$ cat config.mk
export PLATFORM = sky130hd
export DESIGN_NAME = vendo_coin_acceptor
export DESIGN_NICKNAME = d
export VERILOG_FILES = /design/src/rtl/vendo_pkg.sv /design/src/rtl/vendo_debounce.sv /design/src/rtl/vendo_coin_acceptor.sv
export SDC_FILE = /design/constraint.sdc
export NUM_CORES = 1
export LEC_CHECK = 0
export CAP_MARGIN = 25
export CELL_PAD_IN_SITES_DETAIL_PLACEMENT = 1
export CELL_PAD_IN_SITES_GLOBAL_PLACEMENT = 2
export CORE_ASPECT_RATIO = 1.1
export CORE_UTILIZATION = 42
export CTS_CLUSTER_SIZE = 14
export DETAILED_ROUTE_END_ITERATION = 16
export DONT_BUFFER_PORTS = 1
export HOLD_SLACK_MARGIN = 0.12
export PLACE_DENSITY = 0.88
export SLEW_MARGIN = 30
export SYNTH_ARGS = -nofsm -noshare
export SYNTH_HDL_FRONTEND = slang
export SYNTH_SLANG_ARGS = --single-unit
$ cat constraint.sdc
create_clock -name clk -period 3.2 [get_ports clk]
set_input_delay 0.16 -clock clk [delete_from_list [all_inputs] [get_ports clk]]
set_output_delay 0.16 -clock clk [all_outputs]
set_load 0.005 [all_outputs]
$ cat src/rtl/vendo_pkg.sv
// Shared definitions for the 2P vending front end: coin-acceptor FSM states, coin pulse codes
// and the vending-machine credit states. Both the acceptor and the vending FSM import this
// package, so the encodings have a single source.
package vendo_pkg;

   // Coin-acceptor frame states; 2'b11 is illegal and recovers to StIdle.
   typedef enum logic [1:0] {
      StIdle   = 2'b00,
      StCount  = 2'b01,
      StDecide = 2'b10
   } acc_state_e;

   // Validator pulse counts that identify each coin.
   localparam int unsigned CoinP1Pulses = 1;
   localparam int unsigned CoinP5Pulses = 5;

   // Credit states of the 2-peso vending machine FSM that consumes p1/p5.
   typedef enum logic [1:0] {
      VmIdle     = 2'b00,
      VmOnePeso  = 2'b01,
      VmDispense = 2'b10,
      VmChange   = 2'b11
   } vm_state_e;

endpackage

$ cat src/rtl/vendo_debounce.sv
// Input conditioning for the coin validator line: 2-flop synchroniser, debouncer and
// rising-edge detector.
//   clk, reset : clock and asynchronous active-low reset
//   din        : raw asynchronous input
//   level      : debounced level
//   rise       : one-cycle strobe, high in the cycle right after level goes 0->1
module vendo_debounce #(
   parameter int unsigned DEB_CYCLES = 4
) (
   input  logic clk,
   input  logic reset,
   input  logic din,
   output logic level,
   output logic rise
);

   localparam int unsigned CntW = (DEB_CYCLES > 1) ? $clog2(DEB_CYCLES) : 1;
   localparam logic [CntW-1:0] DebLast = CntW'(DEB_CYCLES - 1);

   logic            sync1_q;
   logic            sync2_q;
   logic [CntW-1:0] cnt_q;

   always_ff @(posedge clk or negedge reset) begin
      if (!reset) begin
         sync1_q <= 1'b0;
         sync2_q <= 1'b0;
         cnt_q   <= '0;
         level   <= 1'b0;
         rise    <= 1'b0;
      end else begin
         sync1_q <= din;
         sync2_q <= sync1_q;
         rise    <= 1'b0;
         if (sync2_q != level) begin
            // This is the DEB_CYCLES-th consecutive disagreeing sample: accept the new level.
            if (cnt_q == DebLast) begin
               level <= sync2_q;
               rise  <= sync2_q;
               cnt_q <= '0;
            end else begin
               cnt_q <= cnt_q + CntW'(1);
            end
         end else begin
            cnt_q <= '0;
         end
      end
   end

endmodule

$ cat src/rtl/vendo_coin_acceptor.sv
// Coin acceptor: turns the validator pulse train into one p1/p5/reject strobe per coin frame.
// A frame opens on the first debounced rise, counts rises, closes after GAP_CYCLES idle
// cycles and is judged in a single DECIDE cycle.
//   clk, reset : clock and asynchronous active-low reset
//   coin_in    : raw validator pulse line (asynchronous, may bounce)
//   accept_en  : host permits crediting, sampled in the DECIDE cycle only
//   p1, p5     : one-cycle strobes for a credited 1-peso / 5-peso coin
//   reject     : one-cycle strobe for a frame that is not credited
//   busy       : high while a frame is open (COUNT or DECIDE)
//   cstate     : current FSM state for debug
module vendo_coin_acceptor
   import vendo_pkg::*;
#(
   parameter int unsigned DEB_CYCLES = 4,
   parameter int unsigned GAP_CYCLES = 16,
   parameter int unsigned P1_PULSES  = CoinP1Pulses,
   parameter int unsigned P5_PULSES  = CoinP5Pulses
) (
   input  logic       clk,
   input  logic       reset,
   input  logic       coin_in,
   input  logic       accept_en,
   output logic       p1,
   output logic       p5,
   output logic       reject,
   output logic       busy,
   output logic [1:0] cstate
);

   localparam int unsigned GapW = (GAP_CYCLES > 1) ? $clog2(GAP_CYCLES) : 1;
   localparam logic [GapW-1:0] GapLast = GapW'(GAP_CYCLES - 1);

   logic            level;
   logic            rise;
   acc_state_e      state_q;
   logic [2:0]      count_q;
   logic [GapW-1:0] gap_q;
   logic            credit_ok;

   vendo_debounce #(
      .DEB_CYCLES (DEB_CYCLES)
   ) u_debounce (
      .clk   (clk),
      .reset (reset),
      .din   (coin_in),
      .level (level),
      .rise  (rise)
   );

   // A coin is only credited once the line has returned low; a stuck-high line is rejected.
   assign credit_ok = accept_en & ~level;
   assign cstate    = state_q;

   always_ff @(posedge clk or negedge reset) begin
      if (!reset) begin
         state_q <= StIdle;
         count_q <= 3'd0;
         gap_q   <= '0;
         p1      <= 1'b0;
         p5      <= 1'b0;
         reject  <= 1'b0;
         busy    <= 1'b0;
      end else begin
         p1     <= 1'b0;
         p5     <= 1'b0;
         reject <= 1'b0;
         case (state_q)
            StIdle: begin
               if (rise) begin
                  count_q <= 3'd1;
                  gap_q   <= '0;
                  state_q <= StCount;
                  busy    <= 1'b1;
               end else begin
                  busy <= 1'b0;
               end
            end
            StCount: begin
               busy <= 1'b1;
               // A rise coinciding with the timeout is counted and keeps the frame open.
               if (rise) begin
                  if (count_q != 3'd7) begin
                     count_q <= count_q + 3'd1;
                  end
                  gap_q <= '0;
               end else if (gap_q == GapLast) begin
                  state_q <= StDecide;
               end else begin
                  gap_q <= gap_q + GapW'(1);
               end
            end
            StDecide: begin
               // Rises seen here are dropped; the next coin starts from IDLE.
               busy    <= 1'b0;
               state_q <= StIdle;
               gap_q   <= '0;
               if (credit_ok && (count_q == 3'(P1_PULSES))) begin
                  p1 <= 1'b1;
               end else if (credit_ok && (count_q == 3'(P5_PULSES))) begin
                  p5 <= 1'b1;
               end else begin
                  reject <= 1'b1;
               end
            end
            default: begin
               busy    <= 1'b0;
               state_q <= StIdle;
            end
         endcase
      end
   end

endmodule

== Word-level counts from Yosys, hierarchy flattened ==
Index checks and enable logic that the tools add are counted.
Operators by class
  add/sub/neg operators: 3
  eq/ne operators: 14
  mux-type cells: 26
  bitwise gates (word level): 2
  reductions and logical operators: 9
Operators with widths (number)
  two-way mux 4 bit: 3
  one-hot mux 4 bit (3 select lines): 1
  two-way mux 1 bit: 11
  two-way mux 2 bit: 5
  two-way mux 3 bit: 3
  inequality test 2 bit (second input constant): 3
  one-hot mux 3 bit (2 select lines): 1
  AND reduction 3 bit: 2
  adder 4 x 1 -> 4 bit (second input constant): 1
  equality test 2 bit (second input constant): 2
  equality test 4 bit (second input constant): 1
  inequality test 2 x 1 -> 1 bit (second input constant): 2
  one-hot mux 2 bit (2 select lines): 1
  AND reduction 4 bit: 1
  adder 3 x 1 -> 3 bit (second input constant): 1
  equality test 3 x 1 -> 1 bit (second input constant): 1
  equality test 3 bit (second input constant): 1
  inequality test 3 x 2 -> 1 bit (second input constant): 1
  inequality test 3 bit (second input constant): 1
  nonzero test 3 bit: 1
  adder 2 x 1 -> 2 bit (second input constant): 1
  equality test 2 x 1 -> 1 bit (second input constant): 1
  logical AND 1 bit: 2
  zero test 2 bit: 1
  6 further kinds: 6
Storage, ports and cells
  register bits after elaboration: 19
  input bits: 4
  word-level logic and storage cells: 66

== Logic depth before layout (Yosys ltp) ==
  depth after elaboration: 6
  depth in mapped cells: 5
  gate-level depth less buffers: 5

== Modules after synthesis ==
Synthesis repeated with hierarchy kept, for this count alone.
Unflattened totals
  cells, all modules: 72
  area total of the unflattened synthesis: 852.1 sq um
By module, submodules not included
  vendo_coin_acceptor: times used 1, cells an instance 60, area an instance 643.1 sq um
  vendo_debounce: times used 1, cells an instance 12, area an instance 209.0 sq um

== Worst setup path after synthesis ==
Ideal clock, no wire load.
  kind: reg-to-reg
  from: register count_q[0]
  to: register count_q[1]
  setup time: 0.087 ns
  data arrival time: 1.266 ns
  data required time: 3.113 ns
  path slack: 1.847 ns
  cell stages (with the launch flop): 6
  period minus slack after synthesis: 1.353 ns
  path through: dfrtp_1 ha_1 ha_1 nor3b_1 nand3b_1 o211ai_1
Between the ends
  word-level cells in the longest chain between the ends: 4
  elaborated cells on any way between the ends: 7
Ends and longest elaborated chain
  start, declared: RTL line vendo_coin_acceptor.sv:36  | logic [2:0] count_q;
  start signal, assigned: RTL line vendo_coin_acceptor.sv:83  | count_q <= count_q + 3'd1;
  adder 3 x 1 -> 3 bit: RTL line vendo_coin_acceptor.sv:83
  two-way mux 3 bit: RTL line vendo_coin_acceptor.sv:82  | if (count_q != 3'd7) begin
  two-way mux 3 bit: RTL line vendo_coin_acceptor.sv:81  | if (rise) begin
  one-hot mux 3 bit (2 select lines): RTL line vendo_coin_acceptor.sv:67  | case (state_q)
Several ways; a longest one is shown, not always the timed one. The select of a mux whose other input is x is not followed.
A chain may end at the register's enable or synchronous reset.

== Final worst setup path ==
Ends and elaborated chain as after synthesis.

==> impl_metrics.json <==
{
  "drive_gt1_frac": 0.113,
  "hold_violations": 0,
  "worstSetupPathType": "flop to flop",
  "yosys_most_used_dff": "dfrtp_1",
  "synthCells": 75,
  "synth.most_common_cell": "dfrtp_1",
  "grt_overflow": 0,
  "avgViaCountPerCell": 5.55,
  "numCtsBuffers": 3,
  "synth_edf_count": 0,
  "setup-tns-final_ns": 0,
  "clkSlewWorstSetupHoldPaths_ns": 0.11,
  "final_util": 0.506,
  "hold_slack_ns": 0.309,
  "cpLargestDelayFamily": "simple AND/OR/NAND/NOR gates",
  "wl_per_cell_um": 15.1,
  "stdcell_count": 107,
  "cts_max_level": 1,
  "die_y_um": 49.6,
  "dieArea_um2": 2240,
  "outcome": "complete, no violations",
  "grt_usage": 0.185,
  "post-dp-hpwl_um": 1110,
  "grt_pass1_wl_um": 2930,
  "diodes": 0,
  "ys_ff_latch": 19,
  "synth_common_cells": "dfrtp_1 (19), nor2_1 (7), ha_1 (5), nand3_1 (5)",
  "yosysTopAreaCellShare": 0.550,
  "ant_nets": 0,
  "cts_hold_buf": 3,
  "fp-row-count": 16,
  "tritoncts": "yes",
  "crit_chain": "ha_1, ha_1, nor3b_1, nand3b_1, o211ai_1",
  "yosys.area.top_type": "dfrtp_1",
  "ff2ff_path_depth": 5,
  "synthArstFlopShare": 1.00,
  "clock_sinks": 19,
  "postSynthAreaPerCell_um2": 11.5,
  "crit_slowest_cell": "dfrtp_1",
  "worst-path-max-fanout": 5,
  "yosysWarnings": 0,
  "placed_cell_area_um2": 877,
  "syn_area_um2": 865,
  "ys_seq_area_frac": 0.550,
  "antenna_found_initial": 0,
  "grt_max_degree": 20,
  "worst_pin_slew_ns": 0.544,
  "crit_path_frequent_cell": "ha_1",
  "worst_ep_arrival_time_ns": 1.78,
  "p_leak_nw": 0.423,
  "finalNetCount": 90,
  "wl_um": 1620,
  "synth_area_leaders": "dfrtp_1 (55%), ha_1 (7.2%), a32o_1 (3.5%)",
  "drt-pass1-iter-count": 4,
  "required_ns": 3.43,
  "gp_congestion": 0.692,
  "synthToLayoutAreaGrowth_pct": 8.97,
  "cts_resized": 0,
  "vias": 594,
  "crit_path_end_kind": "flop",
  "final_area_um2": 942,
  "synth.distinct_cells": 29,
  "cts_setup_buffers": 0,
  "nFillCells": 204,
  "fin_worst_skew_ns": 0.00359,
  "ir_worst_vdd_mv": 0.332,
  "final_max_slew_viol_count": 0,
  "dp_cells": 99,
  "ios": 10,
  "p_total_mw": 0.738,
  "cpPeakStageDelay_ns": 0.44,
  "worst_slack_ns": 1.65,
  "worst-path-buf-inv": 0,
  "power_density_nw_per_um2": 783,
  "setup_viol_count_final": 0,
  "cp-start-kind": "flop",
  "maxCapViolCount": 0,
  "cts_root_buf": "clkbuf_4",
  "die_w_um": 45.3,
  "fin_crit_sh": 0.485,
  "initial_core_util": 0.464,
  "fp.coreArea_um2": 1860,
  "min_period_ns": 1.55,
  "r2r_slack_ns": 1.65,
  "hp-class": "input port to asynchronous set/reset pin",
  "pre_cts_ws_ns": 1.68,
  "timing.rr.start": "count_q[0]",
  "numPortBuffers": 0,
  "drc": 0,
  "rsz0062_at_grt": "no",
  "cts.path.max_buffers": 2,
  "grt_pass1_vias": 620,
  "reg2reg_to": "count_q[1]",
  "dr.first_iter.drc_count": 9,
  "clk_latency_ns": 0.30,
  "syn_nets": 84,
  "slew_headroom": 0.637,
  "fmax_mhz": 645
}
## worst register-to-register path, cell delays in order (launching register included)
cell and delay (ns):
dfrtp_1 0.44, ha_1 0.22, ha_1 0.22, nor3b_1 0.35
nand3b_1 0.14, o211ai_1 0.11
## how the worst max path moves through the flow
stage,startpoint,to,depth (start not counted)
floorplan,count_q[0],count_q[1],5
global placement,count_q[0],count_q[1],5
detailed placement,count_q[0],count_q[1],5
CTS,count_q[0],count_q[1],5
global route,count_q[0],count_q[1],5
finish,count_q[0],count_q[1],5
## per-layer routing
metal | GRT usage | part of all wire | routed length (µm)
met1 | 0.251 | 0.46 | 752
met2 | 0.256 | 0.47 | 767
met3 | 0.0330 | 0.023 | 38
met4 | 0.136 | 0.039 | 63
met5 | 0 | 0 | 0
## cell usage in the layout, fill, tap and decap left out, types with 3 or more instances in the layout
cell type      count
nor2_1             7
nand3_1            5
clkbuf_4           3
nand3b_1           3
ha_1               5
dlygate4sd3_1      3
dfrtp_1           19
a32o_1             3
nand2_1            3
a22o_1             3
## report_power, final
part / total (mW) / internal, mW / leakage, nW / switching [mW]
combinational: 0.207 / 0.122 / 0.166 / 0.0841
clock: 0.126 / 0.0477 / 0.0139 / 0.0778
sequential: 0.406 / 0.308 / 0.243 / 0.0977
## kinds of logic after synthesis
kind of cell,Yosys count,synth area share
simple gates,30,0.194
flops,19,0.550
compound gates,14,0.127
fa+ha+maj,5,0.0724
buf+inv,5,0.0333
mux,1,0.0130
xor+xnor,1,0.0101
## sequential cells by signal (all words and copies together) (netlist names)
name and count:
u_debounce.sync2_q 1, cstate 2, u_debounce.sync1_q 1, p5 1
busy 1, gap_q 4, count_q 3, u_debounce.level 1
u_debounce.cnt_q 2, reject 1, u_debounce.rise 1, p1 1
## final cells by class
type                            count  area, µm²  area share
Clock inverter                      1       7.51     0.00797
Tap cell                           27       33.8      0.0359
Clock buffer                        3       22.5      0.0239
Sequential cell                    19        475       0.505
Timing Repair Buffer                4       35.0      0.0372
Inverter                            2       7.51     0.00797
Multi-Input combinational cell     51        360       0.382
Note: power is estimated with default switching activity, not from simulation.
